==> config.mk <==
export PLATFORM = sky130hd
export DESIGN_NAME = simon_sequence_player
export DESIGN_NICKNAME = d
export VERILOG_FILES = /design/src/rtl/simon_sequence_player_pkg.sv /design/src/rtl/simon_tick_counter.sv /design/src/rtl/simon_sequence_player.sv
export SDC_FILE = /design/constraint.sdc
export NUM_CORES = 1
export LEC_CHECK = 0
export ABC_AREA = 0
export CAP_MARGIN = 20
export CORE_MARGIN = 2
export CORE_UTILIZATION = 63
export CTS_CLUSTER_DIAMETER = 40
export DETAILED_ROUTE_END_ITERATION = 10
export DONT_BUFFER_PORTS = 1
export PLACE_DENSITY_LB_ADDON = 0.1
export SLEW_MARGIN = 0
export SYNTH_ARGS = -nofsm -noshare
export SYNTH_HDL_FRONTEND = slang
export SYNTH_HIERARCHICAL = 1
export SYNTH_SLANG_ARGS = --single-unit
==> constraint.sdc <==
create_clock -name clk -period 3.2 [get_ports clk]
set_clock_uncertainty 0.15 [all_clocks]
set_input_delay 0.64 -clock clk [delete_from_list [all_inputs] [get_ports clk]]
set_output_delay 0.64 -clock clk [all_outputs]
set_load 0.02 [all_outputs]
==> src/rtl/simon_sequence_player_pkg.sv <==
// Shared Simon definitions: playback FSM encodings and default sizing,
// common to the sequence player and the game controller.
package simon_sequence_player_pkg;

  typedef enum logic [1:0] {
    ST_IDLE   = 2'd0,
    ST_ON     = 2'd1,
    ST_OFF    = 2'd2,
    ST_FINISH = 2'd3
  } play_state_t;

  localparam int DEFAULT_MAX_LEN   = 16;
  localparam int DEFAULT_ON_TICKS  = 4;
  localparam int DEFAULT_OFF_TICKS = 2;

  function automatic int max_int(input int a, input int b);
    return (a > b) ? a : b;
  endfunction

endpackage

==> src/rtl/simon_tick_counter.sv <==
// Loadable down-counter that steps once per tick; expire flags the tick
// that completes the loaded interval.
module simon_tick_counter #(
  parameter int WIDTH = 3
) (
  input  logic             clk,
  input  logic             reset,
  input  logic             tick,
  input  logic             load,
  input  logic [WIDTH-1:0] load_value,
  output logic             expire
);

  logic [WIDTH-1:0] count;

  // A reload always beats a decrement so the next interval starts cleanly.
  always_ff @(posedge clk or posedge reset) begin
    if (reset) begin
      count <= '0;
    end else if (load) begin
      count <= load_value;
    end else if (tick && (count != '0)) begin
      count <= count - 1'b1;
    end
  end

  assign expire = tick && (count == WIDTH'(1));

endmodule

==> src/rtl/simon_sequence_player.sv <==
// Stores the Simon colour sequence and plays it back as timed pressed/num
// pulses paced by the game tick.
module simon_sequence_player
  import simon_sequence_player_pkg::*;
#(
  parameter int MAX_LEN   = DEFAULT_MAX_LEN,
  parameter int ON_TICKS  = DEFAULT_ON_TICKS,
  parameter int OFF_TICKS = DEFAULT_OFF_TICKS,
  parameter int LEN_W     = $clog2(MAX_LEN + 1)
) (
  input  logic             clk,
  input  logic             reset,
  input  logic             tick,
  input  logic             append_valid,
  input  logic [1:0]       append_num,
  output logic             append_ack,
  input  logic             clear,
  input  logic             start,
  output logic [1:0]       num,
  output logic             pressed,
  output logic             busy,
  output logic             done,
  output logic [LEN_W-1:0] length,
  output logic             full
);

  localparam int IDX_W = $clog2(MAX_LEN);
  localparam int CNT_W = $clog2(max_int(ON_TICKS, OFF_TICKS) + 1);

  play_state_t      state_q, state_d;
  logic [IDX_W-1:0] idx_q, idx_d;
  logic [IDX_W-1:0] last_q, last_d;
  logic [LEN_W-1:0] length_q;
  logic             ack_q;
  logic [1:0]       mem [MAX_LEN];

  logic             cnt_load;
  logic [CNT_W-1:0] cnt_value;
  logic             cnt_expire;
  logic             append_accept;

  assign busy          = (state_q == ST_ON) || (state_q == ST_OFF);
  assign full          = (length_q == LEN_W'(MAX_LEN));
  assign append_accept = append_valid && !busy && !full && !clear;
  assign length        = length_q;
  assign append_ack    = ack_q;
  assign pressed       = (state_q == ST_ON);
  assign done          = (state_q == ST_FINISH);
  assign num           = pressed ? mem[idx_q] : 2'b00;

  simon_tick_counter #(.WIDTH(CNT_W)) u_tick_counter (
    .clk        (clk),
    .reset      (reset),
    .tick       (tick),
    .load       (cnt_load),
    .load_value (cnt_value),
    .expire     (cnt_expire)
  );

  // Entries are never reset; a zero length makes stale contents unreachable.
  always_ff @(posedge clk) begin
    if (append_accept) begin
      mem[length_q[IDX_W-1:0]] <= append_num;
    end
  end

  always_ff @(posedge clk or posedge reset) begin
    if (reset) begin
      state_q  <= ST_IDLE;
      idx_q    <= '0;
      last_q   <= '0;
      length_q <= '0;
      ack_q    <= 1'b0;
    end else begin
      state_q <= state_d;
      idx_q   <= idx_d;
      last_q  <= last_d;
      ack_q   <= append_accept;
      if (clear && !busy) begin
        length_q <= '0;
      end else if (append_accept) begin
        length_q <= length_q + 1'b1;
      end
    end
  end

  // The last index is captured at start so a same-cycle append cannot stretch playback.
  always_comb begin
    state_d   = state_q;
    idx_d     = idx_q;
    last_d    = last_q;
    cnt_load  = 1'b0;
    cnt_value = CNT_W'(ON_TICKS);
    unique case (state_q)
      ST_IDLE: begin
        if (start) begin
          if (length_q != '0) begin
            state_d  = ST_ON;
            idx_d    = '0;
            last_d   = IDX_W'(length_q - 1'b1);
            cnt_load = 1'b1;
          end else begin
            state_d = ST_FINISH;
          end
        end
      end
      ST_ON: begin
        if (cnt_expire) begin
          state_d   = ST_OFF;
          cnt_load  = 1'b1;
          cnt_value = CNT_W'(OFF_TICKS);
        end
      end
      ST_OFF: begin
        if (cnt_expire) begin
          if (idx_q == last_q) begin
            state_d = ST_FINISH;
          end else begin
            state_d  = ST_ON;
            idx_d    = idx_q + 1'b1;
            cnt_load = 1'b1;
          end
        end
      end
      ST_FINISH: begin
        state_d = ST_IDLE;
      end
      default: begin
        state_d = ST_IDLE;
      end
    endcase
  end

endmodule

==> results.md, run 1 <==
* CP Class: flip-flop to flip-flop
* P&R area growth vs syn at 5.891%
* Htree depth at 2
* Yosys top cell by area: edfxtp_1
* Worst min-delay path category: input port to async pin
* Design area at around 0.0027 sq mm
* Clock latency on the worst-skew pair at 0.30 ns
* DR vias at 1584
* Total Nets Final at roughly 230
* Leak at 1.057 nW
* Seq/Total Area, Yosys at 0.5543
* Post-Syn Nets at between 200 and 250
* Comb pwr share at 0.418
* # rows at 23
* CTS Buf Count at 5
* Worst ir drop on vdd at about 470 uV
* Drt wl/cell at approximately 18 um
* Die Area at around 0.0046 sq mm
* FILL cells at about 290
* Cell Area, Synth at between 0.002 and 0.003 sq mm
* Clk pwr share at 0.168
* Internal at 1.318 mW
* Router iterations before antenna repair at 4
* Main synth FF type: edfxtp_1
* Ys Warns at 6
* Die extent in y at a little under 70 um
* Placed cell area at between 0.002 and 0.003 sq mm
* Final wirelength at about 4.7 mm
* GRT Overall Usage at 0.2395
* CTS root buf: clkbuf_8
* Status: finished, final reports clean
* Worst-margin pin slew at roughly 0.76 ns
* HPWL after DPL at 3.542 mm
* Reg area at around 0.0014 sq mm
* Worst Setup SP: length[1]
* Setup Viol. Count Final at 0
* Initial antenna violation count at 0
* Fmax at approximately 0.34 GHz
* Reg2reg setup slack at 0.25 ns
* CP max FO at 11
* Worst r2r path cells at 8
* Post-synth cell types at 44
* Slew Limit Headroom at 0.4837
* Mean Syn Cell Area at ~13 sq um
* Inserted Diodes at 0
* Largest net degree at the start of global routing at 17
* Post-synth top cells: edfxtp_1, dfrtp_1, nand2_1
* Switching Share at 0.3842
* Drt initial violations at approximately 110
* Final worst-path cycle share at 0.9209
* Final core utilization at 0.6909
* RSZ-0062 raised after global routing: no
* Worst setup SP type: flip-flop
* Vias in the first global route at between 1500 and 2000
* Port bufs at 0
* Die X at between 60 and 70 um
* Crit path capture: u_tick_counter/count[1]
* Area contributors post-synth: edfxtp_1, dfrtp_1, mux4_2, ha_1, mux2i_1
* Critical path arrival at around 3.0 ns
* Routability cong. at 0.8230
* Via-per-instance ratio at ~6
* Crit path time final at roughly 2.9 ns
* Max cap viols at 0
* Clk sinks at 51
* IO Pins at 20
* Synth async-reset ratio at 0.3725
* Count leader, synth: edfxtp_1
* CTS tree: yes
* Sw power at slightly above 0.8 mW
* CTS max path bufs at 2
* DRT antenna net count at 0
* Final hold viol count at 0
* GRT Residual Overflow at 0
* PD cells at between 700 and 800 mW/mm^2
* Setup TNS at 0 ns
* Share of cells above drive strength 1 at 0.1179
* Post-Synthesis Cells at between 200 and 250
* Worst setup EP type: flip-flop
* EDFF count, synth at 32
* Worst reg2reg startpoint: length[1]
* CP Data Required Time at 3.25 ns
* Sequential share of power at 0.414
* Global-route wire length before repair at ~7.9 mm
* DRC Markers at 0
* Post-synthesis register bit count at 51
* Multi-input gate area at around 0.0011 sq mm
* Crit Reg-Reg Endpoint: u_tick_counter/count[1]
* Core area at about 0.004 sq mm
* Fin. max-slew vios at 0
* Reg clk slew, reported paths at about 0.090 ns
* Post-synth top area share at 0.3708
* Starting Density at 0.6525
[kinds of logic (layout without fill, tap and decap cells)]
kind of cell               count (synthesis)  in the layout  synth area share
and+or+nand+nor                           67             67            0.1381
DFF                                       51             51            0.5543
AOI/OAI and AO/OA                         25             25           0.07099
buffers and inverters                     24             30           0.04007
muxes                                     16             16            0.1004
adders and majority gates                 14             14           0.06760
xor gates and xnor gates                   8              8           0.02704
other                                      1              1          0.001447
[layer usage]
metal  GRT usage  wire, um  vias to the layer above
met5           0         0                        -
met4     0.06750        56                        0
met3     0.05757       126                        6
met2      0.3859      2360                       25
met1      0.3270      2191                      799
li1            -         -                      754
[worst min-delay path by stage]
stage / endpoint / slack (ns) / cells past startpoint
after global placement: u_tick_counter/count[1] / 0.25 / 1
after CTS: last_q[2] / 0.17 / 1
after detailed placement: u_tick_counter/count[1] / 0.26 / 1
after floorplan: u_tick_counter/count[0] / 0.24 / 1
final: state_q[1] / 0.14 / 1
after global routing: state_q[0] / 0.18 / 1
[cell usage in the layout (no fill, tap or decap), types with 2 or more instances in the layout]
master,count
xor2_1,6
o21ai_0,4
nand2_1,19
nor2_1,17
a21oi_1,3
nor2b_1,5
a2bb2oi_1,2
xnor2_1,2
nand2b_1,4
o22ai_1,3
ha_1,14
edfxtp_1,32
mux2i_1,8
nor3_1,7
o311ai_1,2
inv_1,15
and3_1,2
buf_4,5
a21boi_0,2
or4b_1,3
dfrtp_1,19
nor4_1,2
o31a_1,2
clkbuf_8,5
mux4_2,8
[layout make-up]
class,instances,share of cell area
Tap cell,50,0.02280
Clock inverter,2,0.005016
Inverter,16,0.02189
Timing Repair Buffer,6,0.01733
Sequential cell,51,0.5235
Multi-Input combinational cell,131,0.3830
Clock buffer,6,0.02645
[power by group through the flow]
stage                     Combinational (mW)  Clock, mW  Sequential (mW)
after floorplan                        0.718          0            0.883
after global placement                 0.852          0            0.894
after detailed placement               0.890          0            0.901
after CTS                              0.897      0.360            0.886
after global routing                   0.984      0.399            0.899
final                                  0.894      0.360            0.886
[repair_timing]
action                    4_1_cts  5_1_grt
gates resized for setup         0        0
hold endpoints to repair        3        0
buffers inserted                0        0
hold buffers                    1        0
[critical path, cell delays in order (launching register included)]
cell and delay, ns:
dfrtp_1 0.52, inv_1 0.16, ha_1 0.20, or4b_4 0.51, nand3_2 0.21, inv_2 0.04, o31a_1 0.37, or4b_1 0.57
o311ai_1 0.11
[state kept, by name (all words and copies together), names as in the netlist]
name                  cells
mem                      32
length                    5
idx_q                     4
last_q                    4
u_tick_counter/count      3
state_q                   2
append_ack                1
[metrics by stage]
step	setup slack, ns	power (mW)	cells	hold slack (ns)
finish	0.2530	2.141	262	0.1436
global route	0.07759	2.282	262	0.1812
CTS	0.2853	2.144	262	0.1684
detailed placement	0.3324	1.791	253	0.2619
global placement	0.4491	1.745	253	0.2493
floorplan	0.4420	1.600	206	0.2436
Power figures use the tool's default switching activity.
==> run 2: changes to the inputs <==
- PLACE_DENSITY: default -> 0.79
- PLACE_DENSITY_LB_ADDON: 0.1 -> default
- SLEW_MARGIN: 0 -> 15
==> run 2 against run 1 <==
Net effect: count of clock-buffer cells in the layout unchanged; global-route usage is 0.74 points lower; non-clock buffer count is the same; register-to-register slack improved by 0.12 ns; sequential share of layout area about the same; critical path type unchanged; final cell count stayed put; first-iteration DRC count decreased by 63%; total power shrank 0.10%; worst hold slack got worse by 0.0035 ns; critical endpoint is now u_tick_counter/count[2].
==> results.md, run 2 (synthesis results as in run 1) <==
* Most common cell after layout, fill and taps aside: edfxtp_1 (unchanged)
* Crit path capture: u_tick_counter/count[2] (was u_tick_counter/count[1])
* Worst r2r path cells at 8 (unchanged)
* DR vias at 1571 (was 1584)
* Setup Viol. Count Final at 0 (unchanged)
* Crit-path max cell delay at 0.55 ns (was 0.57 ns)
* Die X at 68.14 um (unchanged)
* WP buf/inv at 2 (unchanged)
* Most frequent cells in the layout: edfxtp_1, nand2_1, dfrtp_1, nor2_1, inv_1 (unchanged)
* Share of cells above drive strength 1 at 0.1179 (unchanged)
* CP Data Required Time at 3.21 ns (was 3.25 ns)
* Worst min-delay path category: input port to async pin (unchanged)
* Fmax at 0.3540 GHz (was 0.3393 GHz)
* Worst-margin pin slew at 0.6893 ns (was 0.7624 ns)
* Htree depth at 2 (unchanged)
* GRT Overall Usage at 0.2321 (was 0.2395)
* Die Area at 0.004642 sq mm (unchanged)
* Instance count on the critical path at 8 (unchanged)
* Port bufs at 0 (unchanged)
* Final wirelength at 4.689 mm (was 4.734 mm)
* Slew Limit Headroom at 0.5332 (was 0.4837)
* Final worst-path cycle share at 0.8828 (was 0.9209)
* Critical path arrival at 2.84 ns (was 3.00 ns)
* Starting Density at 0.6525 (unchanged)
* Max reg flops at 32 (unchanged)
* Leak at 1.053 nW (was 1.057 nW)
* Die extent in y at 68.14 um (unchanged)
* Fin. max-slew vios at 0 (unchanged)
* Clock latency on the worst-skew pair at 0.30 ns (about the same)
* Reg2reg setup slack at 0.38 ns (was 0.25 ns)
* CP max FO at 11 (unchanged)
* Worst reg2reg startpoint: length[0] (was length[1])
* CP Class: flip-flop to flip-flop (unchanged)
* Initial antenna violation count at 0 (unchanged)
* Drt wl/cell at 17.90 um (was 18.07 um)
* GRT Residual Overflow at 0 (unchanged)
* Setup TNS at 0 ns (unchanged)
* PD cells at 779.8 mW/mm^2 (was 780.2 mW/mm^2)
* Worst setup EP type: flip-flop (unchanged)
* Crit Reg-Reg Endpoint: u_tick_counter/count[2] (was u_tick_counter/count[1])
* Core area at 0.003971 sq mm (unchanged)
* DRT antenna net count at 0 (unchanged)
* Via-per-instance ratio at 5.996 (was 6.046)
* IO Pins at 20 (unchanged)
* Max cap viols at 0 (unchanged)
* Router iterations before antenna repair at 4 (unchanged)
* RSZ-0062 raised after global routing: no (unchanged)
* Total Nets Final at 233 (unchanged)
* Global-route wire length before repair at 7.638 mm (was 7.879 mm)
* Reg clk slew, reported paths at 0.09 ns (about the same)
* CTS Buf Count at 5 (unchanged)
* CTS tree: yes (unchanged)
* Vias in the first global route at 1588 (was 1577)
* FILL cells at 279 (was 286)
* Inserted Diodes at 0 (unchanged)
* Final hold viol count at 0 (unchanged)
* Worst ir drop on vdd at 601.9 uV (was 465.1 uV)
* Routability cong. at 0.8904 (was 0.8230)
* P&R area growth vs syn at 5.843% (was 5.891%)
* Post-CTS Resized at 0 (unchanged)
* DRC Markers at 0 (unchanged)
* Clk sinks at 51 (unchanged)
* Drt initial violations at 40 (was 109)
* Largest net degree at the start of global routing at 17 (unchanged)
* Worst Setup SP: length[0] (was length[1])
* HPWL after DPL at 3.497 mm (was 3.542 mm)
* CTS max path bufs at 2 (unchanged)
* Crit path time final at 2.825 ns (was 2.947 ns)
* Finished Layout Cells at 262 (unchanged)
* # rows at 23 (unchanged)
* Slowest-stage cell, CP: or4b_1 (unchanged)
* Critical path's top delay family: simple AND/OR/NAND/NOR gates (unchanged)
* DP Cell Count at 253 (unchanged)
* CTS root buf: clkbuf_8 (unchanged)
* Status: finished, final reports clean (unchanged)
* Worst setup SP type: flip-flop (unchanged)
* Cell breakdown of the critical path: inv_1 > ha_1 > or4b_4 > nand3_2 > inv_2 > o31a_1 > or4b_1 > o311ai_0 (was inv_1 > ha_1 > or4b_4 > nand3_2 > inv_2 > o31a_1 > or4b_1 > o311ai_1)
[run 2: cell types whose count changed in the layout (fill, tap and decap cells not counted)]
cell | before | now
clkinvlp_4 | 0 | 1
clkinv_4 | 1 | 0
[run 2: where the power goes]
part	switching (mW)	internal (mW)	total [mW]
clock	0.202	0.153	0.355
sequential	0.0788	0.794	0.873
combinational	0.537	0.373	0.911
total	0.818	1.32	2.14
[run 2: layer usage]
| metal | vias up | track usage | wire, um |
|---|---|---|---|
| met5 | - | 0 | 0 |
| met1 | 773 | 0.2865 | 1948 |
| met3 | 4 | 0.05099 | 246 |
| li1 | 752 | - | - |
| met2 | 42 | 0.3968 | 2450 |
| met4 | 0 | 0.09250 | 44 |
[run 2: through the flow]
| stage | power, mW | hold slack (ns) | utilization | setup slack [ns] | cell area (sq um) |
|---|---|---|---|---|---|
| after floorplan | 1.600 | 0.2436 | - | 0.4420 | 2591 |
| after global placement | 1.734 | 0.2537 | 0.6667 | 0.5460 | 2648 |
| after detailed placement | 1.803 | 0.2598 | 0.6667 | 0.3959 | 2648 |
| after CTS | 2.152 | 0.1582 | 0.6906 | 0.3824 | 2743 |
| after global routing | 2.282 | 0.1766 | 0.6906 | 0.2717 | 2743 |
| final | 2.139 | 0.1402 | 0.6906 | 0.3752 | 2743 |
[run 2: area by class of cell]
class | instances | area [sq um] | area share
sequential | 51 | 1436 | 0.5237
multi-input combinational | 131 | 1051 | 0.3832
clock buffer | 6 | 72.57 | 0.02646
tap | 50 | 62.56 | 0.02281
inverter | 16 | 60.06 | 0.02190
timing repair buffer | 6 | 47.55 | 0.01734
clock inverter | 2 | 12.51 | 0.004562
[run 2: worst min-delay path by stage]
stage               slack, ns  cells past startpoint                       to  startpoint
floorplan                0.24                      1  u_tick_counter/count[0]       reset
global placement         0.25                      1  u_tick_counter/count[2]       reset
detailed placement       0.26                      1  u_tick_counter/count[2]       reset
CTS                      0.16                      1                 idx_q[2]       reset
global route             0.18                      1                 idx_q[1]       reset
finish                   0.14                      1                 idx_q[2]       reset
[run 2: repair_timing]
action,in CTS,in global routing
setup buffers,0,0
hold buffers,1,0
endpoints found under the hold margin,3,0
